==> src/rtl/uop_decode_pkg.sv <==
// Shared types for the micro-op decode stage.
// Fetched/decoded slot layouts and the opcode lookup.
package uop_decode_pkg;

  localparam int XLEN  = 32;
  localparam int IMM_W = 12;
  localparam int REG_W = 5;
  localparam int OPC_W = 7;

  typedef enum logic [2:0] {
    OC_ILLEGAL,
    OC_ALU,
    OC_ALUI,
    OC_LOAD,
    OC_STORE,
    OC_BRANCH,
    OC_UPPER,
    OC_JUMP
  } op_class_e;

  typedef enum logic {
    PAIR,
    SPLIT
  } state_e;

  typedef struct packed {
    logic             valid;
    logic [OPC_W-1:0] opcode;
    logic [REG_W-1:0] rd;
    logic [REG_W-1:0] rs1;
    logic [REG_W-1:0] rs2;
    logic [IMM_W-1:0] imm;
  } fetched_instruction;

  typedef struct packed {
    logic             valid;
    op_class_e        op_class;
    logic [REG_W-1:0] rd;
    logic [REG_W-1:0] rs1;
    logic [REG_W-1:0] rs2;
    logic             uses_rs1;
    logic             uses_rs2;
    logic             writes_rd;
    logic [XLEN-1:0]  imm;
  } decoded_instruction;

  typedef struct packed {
    op_class_e op_class;
    logic      uses_rs1;
    logic      uses_rs2;
    logic      writes_rd;
  } op_info_t;

  function automatic op_info_t op_lookup(
    input logic [OPC_W-1:0] opc
  );
    op_info_t r;
    r.op_class  = OC_ILLEGAL;
    r.uses_rs1  = 1'b0;
    r.uses_rs2  = 1'b0;
    r.writes_rd = 1'b0;
    case (opc)
      7'h33: begin
        r.op_class  = OC_ALU;
        r.uses_rs1  = 1'b1;
        r.uses_rs2  = 1'b1;
        r.writes_rd = 1'b1;
      end
      7'h13: begin
        r.op_class  = OC_ALUI;
        r.uses_rs1  = 1'b1;
        r.writes_rd = 1'b1;
      end
      7'h03: begin
        r.op_class  = OC_LOAD;
        r.uses_rs1  = 1'b1;
        r.writes_rd = 1'b1;
      end
      7'h23: begin
        r.op_class = OC_STORE;
        r.uses_rs1 = 1'b1;
        r.uses_rs2 = 1'b1;
      end
      7'h63: begin
        r.op_class = OC_BRANCH;
        r.uses_rs1 = 1'b1;
        r.uses_rs2 = 1'b1;
      end
      7'h37: begin
        r.op_class  = OC_UPPER;
        r.writes_rd = 1'b1;
      end
      7'h6F: begin
        r.op_class  = OC_JUMP;
        r.writes_rd = 1'b1;
      end
      default: ;
    endcase
    return r;
  endfunction

endpackage

==> src/rtl/uop_decode_if.sv <==
// Instruction/decoded slot bundle between fetch, decode and rename.
// master drives fetched slots; slave is the decode stage.
interface uop_decode_if;
  import uop_decode_pkg::*;

  fetched_instruction instruction_1;
  fetched_instruction instruction_2;
  decoded_instruction decoded_1;
  decoded_instruction decoded_2;

  modport master (
    output instruction_1,
    output instruction_2,
    input  decoded_1,
    input  decoded_2
  );

  modport slave (
    input  instruction_1,
    input  instruction_2,
    output decoded_1,
    output decoded_2
  );
endinterface

==> src/rtl/uop_field_decode.sv <==
// Combinational field extraction for one fetched slot.
module uop_field_decode
  import uop_decode_pkg::*;
(
  input  fetched_instruction i_inst,
  output decoded_instruction o_dec
);

  op_info_t w_info;

  always_comb begin
    w_info         = op_lookup(i_inst.opcode);
    o_dec.valid    = i_inst.valid;
    o_dec.op_class = w_info.op_class;
    o_dec.rd       = i_inst.rd;
    o_dec.rs1      = i_inst.rs1;
    o_dec.rs2      = i_inst.rs2;
    o_dec.uses_rs1 = w_info.uses_rs1;
    o_dec.uses_rs2 = w_info.uses_rs2;
    // x0 is never a real destination
    o_dec.writes_rd = w_info.writes_rd
                    && (i_inst.rd != '0);
    o_dec.imm = {{(XLEN-IMM_W){i_inst.imm[IMM_W-1]}},
                 i_inst.imm};
  end

endmodule

==> src/rtl/uop_decode.sv <==
// Dual-slot micro-op decode stage with intra-bundle RAW split.
// Optional split counter under UOP_DECODE_STATS_EN.
module uop_decode
  import uop_decode_pkg::*;
(
  input  logic clk,
  input  logic reset,
  input  logic clear,
  output logic stalled,
  input  logic next_stalled,
  output logic valid,
  input  logic prev_valid,
  input  logic enabled,
  input  logic next_enabled,
  uop_decode_if.slave bus
`ifdef UOP_DECODE_STATS_EN
  ,
  output logic [31:0] split_count
`endif
);

  state_e r_state, w_state_nxt;
  logic   r_valid, w_valid_nxt;
  decoded_instruction r_dec1, w_dec1_nxt;
  decoded_instruction r_dec2, w_dec2_nxt;
  decoded_instruction r_held, w_held_nxt;
  decoded_instruction w_d1, w_d2;
  logic w_raw, w_hazard, w_split_go;

  uop_field_decode u_dec1 (
    .i_inst (bus.instruction_1),
    .o_dec  (w_d1)
  );

  uop_field_decode u_dec2 (
    .i_inst (bus.instruction_2),
    .o_dec  (w_d2)
  );

  always_comb begin
    w_raw = (w_d2.uses_rs1 && w_d1.rd == w_d2.rs1)
         || (w_d2.uses_rs2 && w_d1.rd == w_d2.rs2);
    w_hazard = w_d1.valid && w_d2.valid
            && w_d1.writes_rd && (w_d1.rd != '0)
            && w_raw;
    w_split_go = !clear && enabled
              && (r_state == PAIR)
              && w_hazard && prev_valid;
  end

  always_comb begin
    w_state_nxt = r_state;
    w_valid_nxt = r_valid;
    w_dec1_nxt  = r_dec1;
    w_dec2_nxt  = r_dec2;
    w_held_nxt  = r_held;
    if (clear) begin
      w_state_nxt      = PAIR;
      w_valid_nxt      = 1'b0;
      w_dec1_nxt.valid = 1'b0;
      w_dec2_nxt.valid = 1'b0;
      w_held_nxt.valid = 1'b0;
    end else if (enabled) begin
      if (r_state == SPLIT) begin
        w_dec1_nxt       = r_held;
        w_dec2_nxt.valid = 1'b0;
        w_valid_nxt      = 1'b1;
        w_state_nxt      = PAIR;
      end else if (w_split_go) begin
        w_dec1_nxt       = w_d1;
        w_dec2_nxt.valid = 1'b0;
        w_held_nxt       = w_d2;
        w_valid_nxt      = 1'b1;
        w_state_nxt      = SPLIT;
      end else begin
        w_dec1_nxt  = w_d1;
        w_dec2_nxt  = w_d2;
        w_valid_nxt = prev_valid;
      end
    end else if (next_enabled) begin
      w_valid_nxt      = 1'b0;
      w_dec1_nxt.valid = 1'b0;
      w_dec2_nxt.valid = 1'b0;
    end
  end

  always_ff @(posedge clk or posedge reset) begin
    if (reset) begin
      r_state <= PAIR;
      r_valid <= 1'b0;
      r_dec1  <= '0;
      r_dec2  <= '0;
      r_held  <= '0;
    end else begin
      r_state <= w_state_nxt;
      r_valid <= w_valid_nxt;
      r_dec1  <= w_dec1_nxt;
      r_dec2  <= w_dec2_nxt;
      r_held  <= w_held_nxt;
    end
  end

  assign stalled = (prev_valid && next_stalled)
                || (r_state == SPLIT);
  assign valid         = r_valid;
  assign bus.decoded_1 = r_dec1;
  assign bus.decoded_2 = r_dec2;

`ifdef UOP_DECODE_STATS_EN
  logic [31:0] r_split_count;

  always_ff @(posedge clk or posedge reset) begin
    if (reset)
      r_split_count <= '0;
    else if (w_split_go)
      r_split_count <= r_split_count + 32'd1;
  end

  assign split_count = r_split_count;
`endif

endmodule

==> src/flat_wrapper.sv <==
// flat-port wrapper written by rule: the top's interface ports become plain ports
module uop_decode_flat import uop_decode_pkg::*;
  (clk, reset, clear, stalled, next_stalled, valid, prev_valid, enabled, next_enabled, bus_instruction_1, bus_instruction_2, bus_decoded_1, bus_decoded_2);
  uop_decode_if bus_i ();
  input  logic clk;
  input  logic reset;
  input  logic clear;
  output logic stalled;
  input  logic next_stalled;
  output logic valid;
  input  logic prev_valid;
  input  logic enabled;
  input  logic next_enabled;
  input wire logic [$bits(bus_i.instruction_1)-1:0] bus_instruction_1;
  input wire logic [$bits(bus_i.instruction_2)-1:0] bus_instruction_2;
  output wire logic [$bits(bus_i.decoded_1)-1:0] bus_decoded_1;
  output wire logic [$bits(bus_i.decoded_2)-1:0] bus_decoded_2;
  assign bus_i.instruction_1 = bus_instruction_1;
  assign bus_i.instruction_2 = bus_instruction_2;
  assign bus_decoded_1 = bus_i.decoded_1;
  assign bus_decoded_2 = bus_i.decoded_2;
  uop_decode u_core (.clk(clk), .reset(reset), .clear(clear), .stalled(stalled), .next_stalled(next_stalled), .valid(valid), .prev_valid(prev_valid), .enabled(enabled), .next_enabled(next_enabled), .bus(bus_i));
endmodule
==> config.mk <==
export PLATFORM = sky130hd
export DESIGN_NAME = uop_decode_flat
export DESIGN_NICKNAME = d
export VERILOG_FILES = /design/src/rtl/uop_decode_pkg.sv /design/src/rtl/uop_decode_if.sv /design/src/rtl/uop_field_decode.sv /design/src/rtl/uop_decode.sv /design/src/flat_wrapper.sv
export SDC_FILE = /design/constraint.sdc
export NUM_CORES = 1
export LEC_CHECK = 0
export CORE_UTILIZATION = 35
export CTS_CLUSTER_DIAMETER = 30
export DETAILED_ROUTE_END_ITERATION = 8
export PLACE_DENSITY = 0.66
export SYNTH_ARGS = -nofsm -noshare
export SYNTH_HDL_FRONTEND = slang
export SYNTH_SLANG_ARGS = --single-unit
==> constraint.sdc <==
create_clock -name clk -period 8 [get_ports clk]
set_clock_uncertainty 0.15 [all_clocks]
set_input_delay 1.6 -clock clk [delete_from_list [all_inputs] [get_ports clk]]
set_output_delay 1.6 -clock clk [all_outputs]
set_load 0.01 [all_outputs]
Word level (Yosys, flattened, before mapping)
Cells that the tools add are included. Widths: inputs -> output; s select.

Reduce and logical (&&, ||, !) cells: 31. Bitwise operators: 3. Equality and inequality tests: 17. Mux-type cells: 28.

Operators by type and width (number): $mux 54 (4); $eq 7x6->1 const B (6); $pmux 3 s7 (2); $eq 7x7->1 const B (4); $mux 1 (22); $reduce_or 5->1 (4); $eq 7x2->1 const B (2); $eq 7x5->1 const B (2); $logic_and 1x1->1 (13); $eq 5x5->1 (2); $reduce_bool 5->1 (2); $reduce_and 4->1 (2); $reduce_or 3->1 (2); $reduce_bool 2->1 (2); $not 1->1 (3); $reduce_and 3->1 (1); $reduce_bool 3->1 (1); $logic_or 1x1->1 (2); $ne 2x2->1 const B (1); $reduce_and 2->1 (1); $logic_not 1->1 (1).

Bits of input ports: 77. Register bits after elaboration: 124. Word-level logic and storage cells: 108.

Longest topological paths before layout
Gate-level depths: netlist of run 1.

Word-level depth: 13. Depth in mapped cells: 8.

Hierarchy
Synthesis of run 1 repeated with hierarchy kept, for this count alone.

Cells, all modules: 643. Area, all modules: 7788.7 um^2.

Modules (own cells, without submodules): uop_decode (times used 1, seq. area each 4103.9 um^2, cells an instance 497, area an instance 6715.2 um^2); uop_field_decode (times used 2, seq. area each 0.0 um^2, cells an instance 73, area an instance 536.8 um^2).

Worst setup path before layout of run 1
No wires, ideal clock.

Path type: input to output. From: input next_stalled. To: output stalled. Arrival time: 1.787 ns. Path slack: 4.463 ns. Stages on the path: 1. Path buffers: 0. Path through: a21o_1.

Word-level cells in the longest chain between the ends: 2.

RTL lines: from (decl) (RTL line flat_wrapper.sv:9) `input logic next_stalled;`; $logic_and 1x1->1 (RTL line uop_decode.sv:103) `assign stalled = (prev_valid && next_stalled)`; $logic_or 1x1->1 (RTL line uop_decode.sv:104) `|| (r_state == SPLIT);`; to (decl) (RTL line flat_wrapper.sv:8) `output logic stalled;`.

Every way passes these cells.

Worst setup path after layout of run 1
From: input prev_valid. To: output stalled.

Word-level cells in the longest chain between the ends: 2.

RTL lines: from (decl) (RTL line flat_wrapper.sv:11) `input logic prev_valid;`; $logic_and 1x1->1 (RTL line uop_decode.sv:103); $logic_or 1x1->1 (RTL line uop_decode.sv:104).

Every way passes these cells.

==> results.sh, run 1 <==
export IMPL_cp_num_cells=3
export IMPL_rows=43
export IMPL_vias=3589
export IMPL_power_density_nw_per_um2=193
export IMPL_grt_use_total=0.170
export IMPL_cp_top_family="buffers and inverters"
export IMPL_worstSetupPathType="input pin to primary output"
export IMPL_cp_common_cell="clkdlybuf4s50_1"
export IMPL_grt_pass1_vias=3655
export IMPL_clock_sinks=104
export IMPL_p_switching_uw=332
export IMPL_fmax_mhz=223
export IMPL_pwr_share_comb=0.218
export IMPL_core_um2=13900
export IMPL_maxCapViolations=0
export IMPL_synth_avg_cell_area_um2=12.0
export IMPL_viasPerCell=4.82
export IMPL_r2r_cells=4
export IMPL_grt_max_degree=68
export IMPL_cts_root_buf="clkbuf_16"
export IMPL_drive_gt1_frac=0.160
export IMPL_startpoint_type="input pin"
export IMPL_cp_arrival_ns=2.74
export IMPL_seqPwrFrac=0.434
export IMPL_cts_tree="yes"
export IMPL_grt_first_pass_wirelength_um=19100
export IMPL_slowest_stage="clkdlybuf4s50_1"
export IMPL_regToRegStartpoint="u_core.r_state"
export IMPL_grt_overflow=0
export IMPL_power_uw=1370
export IMPL_setup_tns_ns=0
export IMPL_async_flop_share=1.00
export IMPL_fillers=1208
export IMPL_drt_wl_total_um=12200
export IMPL_crit_buf_inv=2
export IMPL_leakagePower_uw=0.00305
export IMPL_synth_nets=497
export IMPL_rsz0062_at_grt="no"
export IMPL_tightestPinTransition_ns=0.942
export IMPL_cts_resized_gates=0
export IMPL_synth_area_leaders="dfrtp_1 52%, mux2_2 8.5%, mux2_4 7.8%"
export IMPL_die_area_um2=14900
export IMPL_finalCritPeriodShare=0.561
export IMPL_initial_utilization=0.361
export IMPL_min_path_type="flop to flop"
export IMPL_r2r_end="u_core.r_held[48]"
export IMPL_timing_hold_violations_final=0
export IMPL_path_cells="clkdlybuf4s50_1 > a21o_1 > clkdlybuf4s50_1"
export IMPL_sw_frac_of_total=0.243
export IMPL_clkSlewWorstSetupHoldPaths_ns=0.06
export IMPL_synth_seq_cells=104
export IMPL_drt_first_iter_violations=105
export IMPL_vdd_drop_max_mv=0.0775
export IMPL_clk_latency_ns=0.35
export IMPL_synthFlopType="dfrtp_1"
export IMPL_place_gp_congestion=0.816
export IMPL_min_delay_worst_endpoint="u_core.r_held[34]"
export IMPL_yosys_warnings=0
export IMPL_yosysTopAreaCell="dfrtp_1"
export IMPL_synth_top_cell_area_share=0.517
export IMPL_path_max_fanout=3
export IMPL_cp_end_kind="primary output"
export IMPL_nets=637
export IMPL_diodes=0
export IMPL_cts_max_level=3
export IMPL_port_buffers=186
export IMPL_ctsHoldBuffers=0
export IMPL_cpPeakStageDelay_ns=0.52
export IMPL_p_int_uw=1040
export IMPL_cts_made_buffers=9
export IMPL_synth_cell_type_count=42
export IMPL_holdPathStages=1
export IMPL_ys_seq_area_frac=0.517
export IMPL_status="finished, final reports clean"
export IMPL_post_cts_buffers=0
export IMPL_synthesis_area_um2=5030
export IMPL_final_cell_mix="186 x clkdlybuf4s50_1, 103 x dfrtp_1, 41 x o21ai_0"
export IMPL_ios=187
export IMPL_min_from="u_core.r_held[34]"
export IMPL_drtPass1Iterations=4
export IMPL_cp_required_ns=6.25
export IMPL_max_slew_margin=0.369
export IMPL_die_y_um=122
export IMPL_ant_nets=0
export IMPL_clockBufferDepth=2
export IMPL_wl_per_cell_um=16.4
export IMPL_antenna_found_initial=0
export IMPL_maxSlewViolCount=0
export IMPL_synthCells=420
export IMPL_die_w_um=122
export IMPL_period_minus_slack_ns=4.49
export IMPL_area_growth_pct=40.6
export IMPL_route_detailed_drc=0
export IMPL_layout_commonest_cell="clkdlybuf4s50_1"
export IMPL_synth_edf_count=0
export IMPL_dpl_hpwl_um=8600
export IMPL_clkPwrFrac=0.348
export IMPL_finalSetupViolCount=0
export IMPL_reg2reg_slack_ns=5.16
[per-stage QoR]
step                 util  cell area, um^2  hold slack, ns  worst slack, ns  cells
finish              0.507             7070           0.320             3.51    744
CTS                 0.507             7070           0.322             3.50    744
global route        0.507             7070           0.363             3.24    744
global placement    0.484             6750           0.299             3.34    729
detailed placement  0.484             6750           0.303             3.21    729
floorplan               -             5030           0.285             3.52    420
[per-layer routing]
| metal | up-vias | global-route usage | wire length, um |
|---|---|---|---|
| met5 | - | 0 | 0 |
| met4 | 0 | 0.0640 | 201 |
| li1 | 1702 | - | - |
| met3 | 17 | 0.0421 | 781 |
| met2 | 130 | 0.279 | 5790 |
| met1 | 1740 | 0.214 | 5440 |
[how the worst max path moves through the flow]
stage	start	end	slack (ns)
final	prev_valid	stalled	3.51
after global routing	bus_instruction_1[29]	u_core.r_held[48]	3.24
after CTS	prev_valid	stalled	3.50
after detailed placement	bus_instruction_1[29]	u_core.r_held[48]	3.21
after global placement	clear	u_core.r_held[41]	3.34
after floorplan	reset	u_core.bus.decoded_1[0]	3.52
[synth_stat cells, types with 2 or more instances]
library cell,instances
a211oi_1,3
a21oi_1,13
a22oi_1,2
and3_1,2
buf_4,44
buf_6,3
clkbuf_1,11
dfrtp_1,104
inv_1,7
mux2_2,38
mux2_4,26
mux2i_1,30
nand2_1,41
nand2b_1,3
nand3_1,3
nand3b_1,3
nand4_1,2
nor2_1,8
nor3_1,3
o21ai_0,41
or3b_2,2
xnor2_1,6
xor2_1,6
[power by group through the flow]
stage	Clock, uW	Combinational, uW	Sequential [uW]
2_1_floorplan	0	119	620
3_3_place_gp	0	299	600
3_5_place_dp	0	302	604
4_1_cts	492	303	594
5_1_grt	512	322	599
6_report	477	298	593
[registers in the layout, indices dropped and copies added, names as in the netlist]
register	flops
u_core.bus.decoded_1	34
u_core.bus.decoded_2	34
u_core.r_held	34
u_core.r_state	1
u_core.valid	1
[kinds of logic (layout without fill, tap and decap cells)]
family,after synthesis,in the layout,share of synthesized area
xor+xnor,12,12,0.0209
flops,104,104,0.517
mux,94,94,0.222
simple gates,76,76,0.0786
compound gates,67,67,0.0731
buf+inv,67,211,0.0876
[final cells by class]
type | instances | area, um^2 | share of cell area
clock buffers | 12 | 256 | 0.0363
clock inverters | 3 | 65.1 | 0.00920
inverters | 7 | 28.8 | 0.00407
multi-input cells | 249 | 2010 | 0.284
flip-flops and latches | 104 | 2600 | 0.368
well taps | 180 | 225 | 0.0318
repair buffers | 189 | 1880 | 0.266
[worst reg2reg max path, cell delays in order, from the launching register on]
cell,delay [ns]
dfrtp_2,0.41
buf_4,0.34
nor2_1,0.45
nand4bb_4,0.80
mux2_4,0.59
(Power assumes the default switching activity.)
==> run 2: changes to the inputs <==
==> constraint.sdc (replaced) <==
create_clock -name clk -period 4.6 [get_ports clk]
set_clock_uncertainty 0.15 [all_clocks]
set_input_delay 0.92 -clock clk [delete_from_list [all_inputs] [get_ports clk]]
set_output_delay 0.92 -clock clk [all_outputs]
set_load 0.01 [all_outputs]
==> results.sh, run 2 (synthesis gave the netlist of run 1 again) <==
export IMPL_pwr_share_comb=0.220
export IMPL_final_cell_mix="186 x clkdlybuf4s50_1, 103 x dfrtp_1, 41 x o21ai_0"
export IMPL_fmax_mhz=279
export IMPL_power_density_nw_per_um2=333
export IMPL_worst_slack_ns=1.02
export IMPL_finalCritPeriodShare=0.778
export IMPL_die_area_um2=14900
export IMPL_ant_nets=0
export IMPL_grt_use_total=0.171
export IMPL_clkSlewWorstSetupHoldPaths_ns=0.07
export IMPL_grt_first_pass_wirelength_um=19100
export IMPL_sw_frac_of_total=0.250
export IMPL_port_buffers=186
export IMPL_maxSlewViolCount=0
export IMPL_die_w_um=122
export IMPL_rsz0062_at_grt="no"
export IMPL_cts_max_level=3
export IMPL_r2r_cells=4
export IMPL_status="finished, final reports clean"
export IMPL_path_max_fanout=19
export IMPL_post_cts_buffers=0
export IMPL_cp_required_ns=4.67
export IMPL_p_int_uw=1770
export IMPL_busiest_layer="met2"
export IMPL_cts_resized_gates=0
export IMPL_cts_made_buffers=9
export IMPL_seqPwrFrac=0.437
export IMPL_grt_pass1_vias=3559
export IMPL_regToRegStartpoint="u_core.r_state"
export IMPL_layout_commonest_cell="clkdlybuf4s50_1"
export IMPL_grt_util_met3=0.0356
export IMPL_timing_hold_violations_final=0
export IMPL_dpl_hpwl_um=8980
export IMPL_drt_wl_total_um=12400
export IMPL_finalSetupViolCount=0
export IMPL_tightestPinTransition_ns=0.837
export IMPL_grt_overflow=0
export IMPL_setup_tns_ns=0
export IMPL_use_met1=0.226
export IMPL_route_detailed_drc=0
export IMPL_drtPass1Iterations=4
export IMPL_antenna_found_initial=0
export IMPL_power_uw=2370
export IMPL_drt_first_iter_violations=125
export IMPL_clockBufferDepth=2
export IMPL_grt_max_degree=70
export IMPL_crit_end="u_core.bus.decoded_2[35]"
export IMPL_min_path_type="flop to flop"
export IMPL_diodes=0
export IMPL_area_growth_pct=41.2
export IMPL_core_um2=13900
export IMPL_startpoint_type="input pin"
export IMPL_rows=43
export IMPL_ctsHoldBuffers=0
export IMPL_worst_hold_slack_ns=0.329
export IMPL_drive_gt1_frac=0.168
export IMPL_maxCapViolations=0
export IMPL_clock_sinks=104
export IMPL_cp_arrival_ns=3.65
export IMPL_leakagePower_uw=0.00307
export IMPL_wl_per_cell_um=16.5
export IMPL_nets=642
export IMPL_die_y_um=122
export IMPL_met2_usage=0.276
export IMPL_cp_end_kind="flop"
export IMPL_max_slew_margin=0.442
export IMPL_cts_tree="yes"
export IMPL_p_switching_uw=591
export IMPL_holdPathStages=1
export IMPL_initial_utilization=0.361
export IMPL_viasPerCell=4.81
export IMPL_vias=3608
export IMPL_dp_worst_setup_slack_ns=0.717
export IMPL_period_minus_slack_ns=3.58
export IMPL_fin_area_um2=7100
export IMPL_r2r_end="u_core.r_held[11]"
export IMPL_ios=187
export IMPL_vdd_drop_max_mv=0.205
export IMPL_worstSetupPathType="input pin to flop"
export IMPL_critPathLaunch="bus_instruction_1[29]"
export IMPL_place_gp_congestion=0.793
export IMPL_cts_root_buf="clkbuf_16"
export IMPL_clkPwrFrac=0.343
export IMPL_clk_latency_ns=0.35
export IMPL_reg2reg_slack_ns=2.09
export IMPL_placed_cell_area_um2=6790
==> run 2: how the worst min path moves through the flow <==
stage                      startpoint           endpoint  slack (ns)
floorplan           u_core.r_held[34]  u_core.r_held[34]        0.29
global placement    u_core.r_held[34]  u_core.r_held[34]        0.30
detailed placement  u_core.r_held[34]  u_core.r_held[34]        0.30
CTS                 u_core.r_held[34]  u_core.r_held[34]        0.32
global route        u_core.r_held[34]  u_core.r_held[34]        0.35
finish              u_core.r_held[34]  u_core.r_held[34]        0.33
==> run 2: metal layers <==
layer | vias to the layer above | part of all wire
li1 | 1713 | -
met1 | 1741 | 0.44
met2 | 141 | 0.48
met3 | 13 | 0.064
met4 | 0 | 0.016
met5 | - | 0
==> run 2: layout make-up <==
cell class	instances	area, um^2
clock inverters	6	83.8
well taps	180	225
clock buffers	10	229
multi-input cells	249	2010
repair buffers	194	1920
fillers	1219	6830
inverters	7	28.8
flip-flops and latches	104	2600
==> run 2: metrics by stage <==
stage / utilization / cells
finish: 0.510 / 750
global route: 0.510 / 750
CTS: 0.510 / 750
detailed placement: 0.487 / 734
global placement: 0.487 / 734
floorplan: - / 420
==> run 2: critical path, cell delays in order <==
cell and delay (ns):
clkdlybuf4s50_1 0.53, nor4_1 0.39, nand3_1 0.25, a211oi_1 0.30, o21ai_1 0.16, nand2_2 0.45
buf_4 0.30, mux2_2 0.36
==> run 2: power by group through the flow <==
stage                     clock, uW  sequential [uW]  combinational, uW
after CTS                       831             1040                528
after floorplan                   0             1080                207
final                           811             1030                522
after detailed placement          0             1050                526
after global placement            0             1050                520
after global routing            872             1040                562
==> run 3: changes to the inputs <==
--- a/config.mk
+++ b/config.mk
@@ -8,7 +8,7 @@
 export CORE_UTILIZATION = 35
 export CTS_CLUSTER_DIAMETER = 30
 export DETAILED_ROUTE_END_ITERATION = 8
-export PLACE_DENSITY = 0.66
+export PLACE_DENSITY = 0.68
 export SYNTH_ARGS = -nofsm -noshare
 export SYNTH_HDL_FRONTEND = slang
 export SYNTH_SLANG_ARGS = --single-unit
==> constraint.sdc (replaced) <==
create_clock -name clk -period 3.1 [get_ports clk]
set_clock_uncertainty 0.15 [all_clocks]
set_input_delay 0.62 -clock clk [delete_from_list [all_inputs] [get_ports clk]]
set_output_delay 0.62 -clock clk [all_outputs]
set_load 0.01 [all_outputs]
==> results.sh, run 3 (synthesis gave the netlist of run 1 again) <==
export IMPL_status="finished, final reports clean"
export IMPL_worstSetupPathType="input pin to flop"
export IMPL_drt_wl_total_um=12800
export IMPL_startpoint_type="input pin"
export IMPL_layout_commonest_cell="clkdlybuf4s50_1"
export IMPL_path_max_fanout=17
export IMPL_area_growth_pct=43.6
export IMPL_timing_hold_violations_final=0
export IMPL_wl_per_cell_um=16.8
export IMPL_maxCapViolations=0
export IMPL_cp_end_kind="flop"
export IMPL_nets=653
export IMPL_clk_latency_ns=0.35
export IMPL_finalCritPeriodShare=0.913
export IMPL_clkSlewWorstSetupHoldPaths_ns=0.07
export IMPL_worst_hold_slack_ns=0.323
export IMPL_drtPass1Iterations=4
export IMPL_r2r_end="u_core.bus.decoded_1[33]"
export IMPL_path_cells="clkdlybuf4s50_1 > nor4_1 > nand3_1 > a211oi_1 > o21ai_1 > nand2_2 > buf_12 > mux2_2"
export IMPL_place_gp_congestion=0.777
export IMPL_grt_use_total=0.181
export IMPL_fmax_mhz=353
export IMPL_ios=187
export IMPL_worst_slack_ns=0.268
export IMPL_diodes=0
export IMPL_dp_worst_setup_slack_ns=-0.115
export IMPL_cts_tree="yes"
export IMPL_cp_top_family="simple AND/OR/NAND/NOR gates"
export IMPL_critPathLaunch="bus_instruction_1[30]"
export IMPL_core_um2=13900
export IMPL_vias=3660
export IMPL_die_y_um=122
export IMPL_power_density_nw_per_um2=470
export IMPL_finalSetupViolCount=0
export IMPL_rows=43
export IMPL_leakagePower_uw=0.00313
export IMPL_grt_pass1_vias=3806
export IMPL_period_minus_slack_ns=2.83
export IMPL_r2r_cells=3
export IMPL_clock_sinks=104
export IMPL_die_area_um2=14900
export IMPL_ant_nets=0
export IMPL_maxSlewViolCount=0
export IMPL_cts_made_buffers=9
export IMPL_final_cell_mix="186 x clkdlybuf4s50_1, 103 x dfrtp_1, 41 x o21ai_0"
export IMPL_fillers=1248
export IMPL_cts_resized_gates=0
export IMPL_antenna_found_initial=0
export IMPL_drt_first_iter_violations=104
export IMPL_cpPeakStageDelay_ns=0.51
export IMPL_clockBufferDepth=2
export IMPL_vdd_drop_max_mv=0.221
export IMPL_post_cts_buffers=0
export IMPL_drive_gt1_frac=0.182
export IMPL_slowest_stage="clkdlybuf4s50_1"
export IMPL_min_delay_worst_endpoint="u_core.r_held[34]"
export IMPL_dpl_hpwl_um=9390
export IMPL_die_w_um=122
export IMPL_max_slew_margin=0.468
export IMPL_min_path_type="flop to flop"
export IMPL_grt_max_degree=67
export IMPL_viasPerCell=4.81
export IMPL_rsz0062_at_grt="no"
export IMPL_route_detailed_drc=0
export IMPL_initial_utilization=0.361
export IMPL_cts_root_buf="clkbuf_16"
export IMPL_regToRegStartpoint="u_core.r_state"
export IMPL_port_buffers=186
export IMPL_min_from="u_core.r_held[34]"
export IMPL_cp_required_ns=3.18
export IMPL_holdPathStages=1
export IMPL_tightestPinTransition_ns=0.796
export IMPL_reg2reg_slack_ns=1.21
export IMPL_grt_overflow=0
export IMPL_cp_arrival_ns=2.91
export IMPL_crit_buf_inv=2
export IMPL_grt_first_pass_wirelength_um=20300
export IMPL_ctsHoldBuffers=0
export IMPL_cts_max_level=3
run 3: cell count changes in the layout (fill, tap and decap cells not counted), sizes merged:
cell,before,now
clkbuf,10,12
bufinv,2,0
clkinv,4,1
clkinvlp,0,3
buf,8,19
run 3: stage by stage:
stage,power (uW),cell area (um^2),util,TNS (ns),cells
after floorplan,1910,5030,-,0,420
after global placement,2340,6950,0.499,0,745
after detailed placement,2360,6950,0.499,-3.02,745
after CTS,3440,7220,0.518,0,761
after global routing,3570,7220,0.518,0,761
final,3390,7220,0.518,0,761
run 3: layer usage:
metal	GRT usage	wire (um)
met2	0.297	6330
met1	0.231	5550
met5	0	0
met3	0.0389	736
met4	0.0694	207
run 3: worst max path at each step:
stage / slack (ns) / end / cells past startpoint
floorplan: 0.66 / u_core.r_held[0] / 8
global placement: 0.008 / u_core.bus.decoded_2[38] / 8
detailed placement: -0.12 / u_core.bus.decoded_2[6] / 8
CTS: 0.25 / u_core.bus.decoded_2[6] / 8
global route: 0.10 / u_core.bus.decoded_2[41] / 8
finish: 0.27 / u_core.bus.decoded_2[37] / 8
run 3: where the power goes:
group          switching (uW)  internal, uW  leakage [uW]
Sequential               72.2          1460       0.00134
Combinational             309           482       0.00166
Clock                     501           569      0.000129
Total                     882          2510       0.00313
run 3: cell type report:
| cell class | instances | area, um^2 | share of cell area |
|---|---|---|---|
| sequential | 104 | 2600 | 0.361 |
| timing repair buffer | 205 | 2080 | 0.288 |
| multi-input combinational | 249 | 2010 | 0.278 |
| clock buffer | 12 | 246 | 0.0341 |
| tap | 180 | 225 | 0.0312 |
| inverter | 7 | 30.0 | 0.00416 |
| clock inverter | 4 | 28.8 | 0.00398 |
